### src/rtl/jpeg_pkg.sv
// Shared types and constants for the JPEG MCU sequencer and its code mux.
package jpeg_pkg;

   typedef enum logic [2:0] {
      ST_LOAD,
      ST_GAP,
      ST_DCT,
      ST_DCT_END,
      ST_ZZ_LOAD,
      ST_ZZ,
      ST_HUFF,
      ST_DRAIN
   } seq_state_t;

   localparam int BLK_PIX  = 64;
   localparam int ROWS     = 8;
   localparam int CTRL_LAT = 20;

   localparam int CH_Y  = 0;
   localparam int CH_CB = 1;
   localparam int CH_CR = 2;

   // Saturating increment used by the optional block-cycle counter.
   function automatic logic [15:0] sat_inc16(input logic [15:0] value);
      return (value == 16'hFFFF) ? value : value + 16'd1;
   endfunction

endpackage

### src/rtl/jpeg_code_mux.sv
// Selects one encoder channel's code stream onto the merged output while the
// sequencer drains; every output is idle (zero) when not active.
module jpeg_code_mux
   import jpeg_pkg::*;
#(
   parameter int NUM_CH = 3,
   parameter int CODE_W = 16,
   parameter int LEN_W  = 8
) (
   input  logic                     active,
   input  logic [1:0]               sel,
   input  logic [NUM_CH-1:0]        code_valid,
   input  logic [NUM_CH*CODE_W-1:0] code,
   input  logic [NUM_CH*LEN_W-1:0]  code_len,
   input  logic [NUM_CH-1:0]        block_done,
   input  logic                     m_ready,
   output logic [NUM_CH-1:0]        code_ready,
   output logic                     m_valid,
   output logic [CODE_W-1:0]        m_code,
   output logic [LEN_W-1:0]         m_len,
   output logic [1:0]               m_ch,
   output logic                     sel_done
);

   always_comb begin
      // NOTE: every output is assigned a default first, so no path through the loop can infer a latch.
      code_ready = '0;
      m_valid    = 1'b0;
      m_code     = '0;
      m_len      = '0;
      m_ch       = '0;
      sel_done   = 1'b0;
      if (active) begin
         m_ch = sel;
         for (int i = 0; i < NUM_CH; i++) begin
            if (sel == 2'(i)) begin
               m_valid       = code_valid[i];
               m_code        = code[i*CODE_W +: CODE_W];
               m_len         = code_len[i*LEN_W +: LEN_W];
               sel_done      = block_done[i];
               code_ready[i] = m_ready;
            end
         end
      end
   end

endmodule

### src/rtl/jpeg_mcu_sequencer.sv
// Per-block phase sequencer and Huffman code collector for the JPEG encoder.
// Optional macro JPEG_SEQ_PERF_EN adds the blk_cycles block-latency output.
module jpeg_mcu_sequencer
   import jpeg_pkg::*;
#(
   parameter int NUM_CH = 3,
   parameter int PIX_W  = 10,
   parameter int CODE_W = 16,
   parameter int LEN_W  = 8
) (
   input  logic                     clock,
   input  logic                     reset_n,
   input  logic                     s_valid,
   output logic                     s_ready,
   input  logic [NUM_CH*PIX_W-1:0]  s_pix,
   output logic                     enc_pix_valid,
   output logic [NUM_CH*PIX_W-1:0]  enc_pix,
   output logic                     enc_dct_en,
   output logic                     enc_dct_end,
   output logic                     enc_zz_load,
   output logic                     enc_zz_en,
   output logic [7:0]               enc_row,
   output logic                     enc_huff_start,
   input  logic [NUM_CH-1:0]        enc_code_valid,
   input  logic [NUM_CH*CODE_W-1:0] enc_code,
   input  logic [NUM_CH*LEN_W-1:0]  enc_code_len,
   input  logic [NUM_CH-1:0]        enc_block_done,
   output logic [NUM_CH-1:0]        enc_code_ready,
   output logic                     m_valid,
   input  logic                     m_ready,
   output logic [CODE_W-1:0]        m_code,
   output logic [LEN_W-1:0]         m_len,
   output logic [1:0]               m_ch,
   output logic                     m_blk_end,
   output logic [15:0]              blk_count
`ifdef JPEG_SEQ_PERF_EN
   ,
   output logic [15:0]              blk_cycles
`endif
);

   localparam logic [1:0] LAST_SEL = 2'(NUM_CH - 1);

   seq_state_t  state;
   seq_state_t  state_next;
   logic [5:0]  pix_cnt;
   logic [2:0]  row_cnt;
   logic [1:0]  sel;
   logic        pix_accept;
   logic        row_last;
   logic        sweeping;
   logic        drain_active;
   logic        sel_done;

   assign pix_accept   = s_valid && s_ready;
   assign row_last     = (row_cnt == 3'(ROWS - 1));
   assign sweeping     = (state == ST_DCT) || (state == ST_ZZ);
   assign drain_active = (state == ST_DRAIN);
   assign m_blk_end    = drain_active && sel_done && (sel == LAST_SEL);

   always_ff @(posedge clock or negedge reset_n) begin
      if (!reset_n) begin
         state <= ST_LOAD;
      end else begin
         state <= state_next;
      end
   end

   always_comb begin
      state_next = state;
      unique case (state)
         ST_LOAD:    if (pix_accept && (pix_cnt == 6'(BLK_PIX - 1))) state_next = ST_GAP;
         ST_GAP:     state_next = ST_DCT;
         ST_DCT:     if (row_last) state_next = ST_DCT_END;
         ST_DCT_END: state_next = ST_ZZ_LOAD;
         ST_ZZ_LOAD: state_next = ST_ZZ;
         ST_ZZ:      if (row_last) state_next = ST_HUFF;
         ST_HUFF:    state_next = ST_DRAIN;
         ST_DRAIN:   if (m_blk_end) state_next = ST_LOAD;
         default:    state_next = ST_LOAD;
      endcase
   end

   always_comb begin
      s_ready        = 1'b0;
      enc_dct_en     = 1'b0;
      enc_dct_end    = 1'b0;
      enc_zz_load    = 1'b0;
      enc_zz_en      = 1'b0;
      enc_huff_start = 1'b0;
      enc_row        = '0;
      unique case (state)
         ST_LOAD:    s_ready = 1'b1;
         ST_DCT: begin
            enc_dct_en = 1'b1;
            enc_row    = {5'd0, row_cnt};
         end
         ST_DCT_END: enc_dct_end = 1'b1;
         ST_ZZ_LOAD: enc_zz_load = 1'b1;
         ST_ZZ: begin
            enc_zz_en = 1'b1;
            enc_row   = {5'd0, row_cnt};
         end
         ST_HUFF:    enc_huff_start = 1'b1;
         default:    ;
      endcase
   end

   // Row counter runs only inside a sweep and wraps 7 -> 0 as the sweep ends.
   always_ff @(posedge clock or negedge reset_n) begin
      if (!reset_n) begin
         enc_pix_valid <= 1'b0;
         enc_pix       <= '0;
         pix_cnt       <= '0;
         row_cnt       <= '0;
         sel           <= '0;
         blk_count     <= '0;
      end else begin
         // NOTE: non-blocking assignments so every register samples pre-edge values regardless of statement order.
         enc_pix_valid <= pix_accept;
         if (pix_accept) begin
            enc_pix <= s_pix;
            pix_cnt <= pix_cnt + 6'd1;
         end
         row_cnt <= sweeping ? row_cnt + 3'd1 : 3'd0;
         if (drain_active && sel_done) begin
            sel <= (sel == LAST_SEL) ? 2'd0 : sel + 2'd1;
         end
         if (m_blk_end) begin
            blk_count <= blk_count + 16'd1;
         end
      end
   end

   jpeg_code_mux #(
      .NUM_CH (NUM_CH),
      .CODE_W (CODE_W),
      .LEN_W  (LEN_W)
   ) u_code_mux (
      .active     (drain_active),
      .sel        (sel),
      .code_valid (enc_code_valid),
      .code       (enc_code),
      .code_len   (enc_code_len),
      .block_done (enc_block_done),
      .m_ready    (m_ready),
      .code_ready (enc_code_ready),
      .m_valid    (m_valid),
      .m_code     (m_code),
      .m_len      (m_len),
      .m_ch       (m_ch),
      .sel_done   (sel_done)
   );

`ifdef JPEG_SEQ_PERF_EN
   // A block is open from its first pixel accept until the FSM is back in LOAD with pix_cnt=0.
   logic [15:0] cyc_cnt;
   logic        blk_open;

   assign blk_open = !((state == ST_LOAD) && (pix_cnt == 6'd0));

   always_ff @(posedge clock or negedge reset_n) begin
      if (!reset_n) begin
         cyc_cnt    <= '0;
         blk_cycles <= '0;
      end else begin
         if (pix_accept && (pix_cnt == 6'd0)) begin
            cyc_cnt <= 16'd1;
         end else if (blk_open) begin
            cyc_cnt <= sat_inc16(cyc_cnt);
         end
         if (m_blk_end) begin
            blk_cycles <= sat_inc16(cyc_cnt);
         end
      end
   end
`endif

endmodule

### config.mk
export PLATFORM = sky130hd
export DESIGN_NAME = jpeg_mcu_sequencer
export DESIGN_NICKNAME = d
export VERILOG_FILES = /design/src/rtl/jpeg_pkg.sv /design/src/rtl/jpeg_code_mux.sv /design/src/rtl/jpeg_mcu_sequencer.sv
export SDC_FILE = /design/constraint.sdc
export NUM_CORES = 1
export LEC_CHECK = 0
export BUFFER_PORTS_ARGS = -buffer_cell sky130_fd_sc_hd__buf_2
export CAP_MARGIN = 20
export CORE_MARGIN = 3
export CORE_UTILIZATION = 45
export CTS_BUF_LIST = sky130_fd_sc_hd__clkbuf_8
export CTS_CLUSTER_SIZE = 14
export DETAILED_ROUTE_END_ITERATION = 8
export PLACE_DENSITY = 0.92
export REMOVE_ABC_BUFFERS = 1
export SKIP_LAST_GASP = 1
export SYNTH_ARGS = -nofsm -noshare
export SYNTH_HDL_FRONTEND = slang
export SYNTH_SLANG_ARGS = --single-unit
### constraint.sdc
create_clock -name clock -period 2.1 [get_ports clock]
set_clock_uncertainty 0.15 [all_clocks]
set_input_delay 0.42 -clock clock [delete_from_list [all_inputs] [get_ports clock]]
set_output_delay 0.42 -clock clock [all_outputs]
set_load 0.02 [all_outputs]
---- After elaboration in Yosys (flattened, before gate mapping) ----
Cells that the tools add are included.
storage, ports and cells
  flip-flop bits (word level) ............. 61
  input bits .............................. 112
  word-level logic and storage cells ...... 70
cells by class
  add/subtract/negate cells ............... 4
  equality and inequality tests ........... 15
  mux-type cells .......................... 35
  reduce and logical (&&, ||, !) cells .... 9
operators by type and width
  cell                   number
  $mux 16                4
  $mux 8                 4
  $pmux 3 s8             1
  $mux 3                 7
  $mux 1                 17
  $add 16x1->16 const B  1
  $eq 3x3->1 const B     5
  $ne 2x2->1 const B     4
  $add 6x1->6 const B    1
  $eq 3x2->1 const B     2
  $eq 6x6->1 const B     1
  $logic_and 1x1->1      4
  $mux 2                 2
  $reduce_and 4->1       1
  $add 3x1->3 const B    1
  $eq 3x1->1 const B     1
  $logic_not 3->1        1
  $add 2x1->2 const B    1
  $eq 2x1->1 const B     1
  $eq 2x2->1 const B     1
  $logic_not 2->1        1
  $reduce_or 2->1        1
  $logic_or 1x1->1       1

---- Depth between registers and ports, before layout ----
  word-level depth ........................ 9
  gate-level depth with buffers ........... 6
  gate-level depth less buffers ........... 5

---- Cells and area by module ----
From an unflattened synthesis, not the netlist that was laid out.
second synthesis, totals
  cells, all modules ...................... 325
  area total of the unflattened synthesis .. 3544.6 um2
modules (own cells, without submodules)
  module              times used  cells an instance  area an instance (um2)
  jpeg_mcu_sequencer  1           200                2623.8
  jpeg_code_mux       1           125                920.9

---- Worst setup path after synthesis ----
OpenSTA, ideal clock, no wires.
  path type ............................... register to output
  start ................................... reg state[0]
  end ..................................... out enc_row[0]
  arrival ................................. 1.589 ns
  required time ........................... 1.530 ns
  setup slack ............................. -0.059 ns
  stages on the path, launching flop included .. 5
  buffers on the path ..................... 1
  cells stage by stage .................... dfrtp_1 -> clkbuf_1 -> nor3_1 -> or2_2 -> and2_1
on the way
  word-level cells in the longest chain between the ends .. 3
  elaborated cells on any way between the ends .. 4
  those cells by class .................... eq/ne (2); mux (1); reduce/logical (1)
RTL lines
  item                                             RTL line                  text
  start: declaration                               jpeg_mcu_sequencer.sv:44  seq_state_t state;
  start signal: assignment                         jpeg_mcu_sequencer.sv:65  state <= state_next;
  $eq 3x2->1 / $eq 3x3->1 (equally long branches)  jpeg_mcu_sequencer.sv:92  unique case (state)
  $reduce_or 2->1 (no source line) (*)             n/a
  $mux 3 (*)                                       jpeg_mcu_sequencer.sv:92
  end: declaration                                 jpeg_mcu_sequencer.sv:22  output logic [7:0] enc_row,
Every way passes the cells marked *; elsewhere a longest branch is shown, timed or not.

---- Worst setup path in the final report ----
  start ................................... reg sel[1]
  end ..................................... out m_code[14]
on the way
  word-level cells in the longest chain between the ends .. 5
  elaborated cells on any way between the ends .. 7
  those cells by class .................... eq/ne (2); mux (4); reduce/logical (1)
RTL lines
  item                      RTL line                   text
  start: declaration        jpeg_mcu_sequencer.sv:48   logic [1:0] sel;
  start signal: assignment  jpeg_mcu_sequencer.sv:127  sel <= (sel == LAST_SEL) ? 2'd0 : sel + 2'd1;
  $logic_not 2->1           jpeg_code_mux.sv:36        if (sel == 2'(i)) begin
  $mux 16 (2 in series)     jpeg_code_mux.sv:36
  $mux 16 (*)               jpeg_code_mux.sv:36
  $mux 16 (*)               jpeg_code_mux.sv:33        if (active) begin
  end: declaration          jpeg_mcu_sequencer.sv:31   output logic [CODE_W-1:0] m_code,
Marked as above.

==> run metrics <==
chip width=91.87 µm; Critical Path End Type=primary output; cell area reported after detailed placement=between 4000 and 5000 µm²; core box area=between 6000 and 7000 µm²; violations in the final reports=setup timing; start of the worst register-to-register path=state[1]; via count of the first global-routing pass=3,205; initial detailed-routing violation count=97; final setup violating endpoints=23; final design utilization=a little over two thirds; worst-case hold path end point=enc_pix[8]; flip-flop cell with the highest count after synthesis=dfrtp_1; critical path startpoint category=register; final worst path period need=2.159 ns; TritonCTS clock tree=built; proportion of netlist area held by the largest area contributor=between 40% and 50%; Reg-to-Reg End=blk_count[13]; adder-cell share of the synthesized area=between 1.5 and 2%; total I/O pin count=204; start point of the worst hold path=s_pix[8]; final slew viol count=0; portion of netlist area occupied by mux cells=between 10% and 20%; Die Area=about 8400 µm²; dominant combinational cell family by area after synthesis=multiplexers; cells taking the most area after synthesis=dfrtp_1 46%, mux2_2 11%, mux2i_1 7.5%; Vias per Instance=approximately 5.0; commonest cells in the netlist=61 x dfrtp_1, 57 x nor2_1, 32 x a21oi_1, 32 x mux2_2, 25 x mux2i_1; warnings from Yosys=0; area growth from synthesis to final layout=45.93%; outcome=finished with violations; Port Buf Inserts=roughly 200; gpl congestion=around 0.89; Final WS setup=-0.05855 ns; fraction of final layout cells with drive strength greater than 1=between 50% and 60%; maximum number of pins on one net before global-route repair=38; global-route wire length before repair=around 15 mm; antenna violations before repair=1; worst setup path category=reg -> out; most instantiated library cell after synthesis=dfrtp_1; count of different cell masters after synthesis=38; largest vdd supply drop=roughly 740 µV; Max Cap Violations=0; HP Class=in -> reg; post-CTS clock slew at the launch and capture registers of the worst setup and hold paths=0.08 ns; post-synthesis area per instance=slightly above 10 µm²; area fraction in compound gates after synthesis=5.543%; clock tree root driver cell=clkbuf_8; Rel. slew slack=roughly two thirds; hold path depth=2; met1 usage=about a quarter; met3 track utilization from global routing=between 5 and 6%; post-DP HPWL=between 7 and 8 mm; number of vias after detailed routing=3,187; unrepaired setup endpoints after global routing=true; Starting Density=47.53%; count of clock tree sinks=61; Std-Cell Rows=30; CTS buffer count=9; count of final hold-check violations=0; worst-case register-to-register setup slack=around 0.080 ns; data arrival at the endpoint of the critical path=1.59 ns; total routing usage reported by global routing=roughly 23%; number of nets with antenna violations after detailed routing=0; H-tree depth reported by CTS=3; hold slack final=about 0.16 ns; highest clock frequency the design can meet=between 0.4 and 0.5 GHz; Leak=~2.6 nW; DRC viols=0; Post-Syn Instances=~320; EDFF count, synth=0; total power consumption of the routed design=roughly 0.0064 W; maximum buffer depth of the clock tree=2; share of the clock period used by the worst path=102.8%; Worst R2R Path Depth=7; proportion of synthesized flip-flops having asynchronous set or reset=100.0%; detailed-routing iteration count for the pre-antenna-repair pass=4; cell area after synthesis=about 3300 µm²; xor and xnor area share after synthesis=under 10%; # nets final=655; post-synthesis register bit count=between 60 and 70; cell taking the most area after synthesis=dfrtp_1; final cell area excluding filler cells=around 4800 µm²; data required time at the worst endpoint=1.53 ns; global routing's busiest layer=met2; simple-gate share of the synthesized area=about 18%; WL final=around 9.7 mm; source-to-sink clock delay at the later pin of the worst-skew pair=around 0.33 ns; remaining global-route overflow=0; Pwr per Cell Area=about 1300 nW/µm²; Die H=around 92 µm; Ant. Diodes=0; sequential cell area fraction in the yosys report=a little under half; met2 GRT Util=approximately two fifths; highest fanout seen on the critical path=25; Wirelength per Cell=15.15 µm; Worst-Margin Slew=just over 0.5 ns
-- how the worst max path moves through the flow --
stage               startpoint           endpoint  slack (ns)  cells after the start
CTS                     sel[1]         m_code[14]       -0.05                      6
global placement        sel[1]      blk_count[13]        0.24                      5
detailed placement    state[0]  enc_code_ready[1]        0.15                      4
finish                  sel[1]         m_code[14]       -0.06                      5
floorplan               sel[1]          m_code[0]       -0.81                      3
global route            sel[1]         m_code[14]       -0.15                      6
-- routing by layer --
layer  vias to the layer above  share of wire (%)
met2                        97                 55
met3                        23                4.8
li1                       1530                  -
met4                         2                2.2
met1                      1535                 38
met5                         -               0.13
-- stage by stage --
step	cells	setup slack [ns]	TNS, ns
6_report	640	-0.05855	-0.3807
5_1_grt	640	-0.1463	-3.173
4_1_cts	631	-0.05359	-0.4978
3_5_place_dp	608	0.1478	0
3_3_place_gp	608	0.2406	0
2_1_floorplan	301	-0.8135	-39.34
-- timing repair --
item,4_1_cts,5_1_grt
hold buffers,1,0
endpoints found under the hold margin,61,0
resized for setup,25,8
setup endpoints to repair,34,31
pin swaps,1,8
setup buffers,6,9
-- critical path, cell delays in order (launching register included) --
cell,delay [ns]
dfrtp_2,0.46
nor2b_1,0.17
buf_6,0.23
a21oi_1,0.12
nor2_1,0.10
buf_2,0.17
-- where the power goes --
group          switching [W]  internal (W)
registers           0.000251       0.00152
logic                0.00205       0.00154
clock network       0.000491      0.000554
-- flip-flops by register name, indices dropped and copies added, names as in the netlist --
register	flops
enc_pix	30
sel	2
pix_cnt	6
blk_count	16
row_cnt	3
enc_pix_valid	1
state	3
-- final cells by class --
type | count | area (µm²)
well taps | 96 | 120.1
clock buffers | 9 | 123.9
multi-input cells | 237 | 1687
clock inverters | 7 | 75.07
flip-flops and latches | 61 | 1530
inverters | 3 | 11.26
fillers | 554 | 2140
repair buffers | 227 | 1295
-- kinds of logic after synthesis --
group                      count (synthesis)
buffers and inverters                     28
AOI/OAI and AO/OA                         36
DFF                                       61
muxes                                     57
other                                      1
xor gates and xnor gates                  20
adders and majority gates                  4
and+or+nand+nor                          115
-- placed cells by master, fill, tap and decap left out, drive strengths merged, types with 2 or more instances in the layout --
| cell | count |
|---|---|
| nor2b | 3 |
| a21oi | 32 |
| conb | 5 |
| buf | 226 |
| nor2 | 58 |
| xnor2 | 16 |
| mux2 | 32 |
| o21ai | 2 |
| xor2 | 4 |
| and3 | 4 |
| nand4 | 6 |
| ha | 4 |
| and2 | 7 |
| clkinv | 5 |
| nand2 | 13 |
| nand3 | 10 |
| nor3 | 7 |
| nor4 | 2 |
| clkbuf | 9 |
| mux2i | 25 |
| dfrtp | 61 |
| inv | 4 |
(Power assumes the default switching activity.)
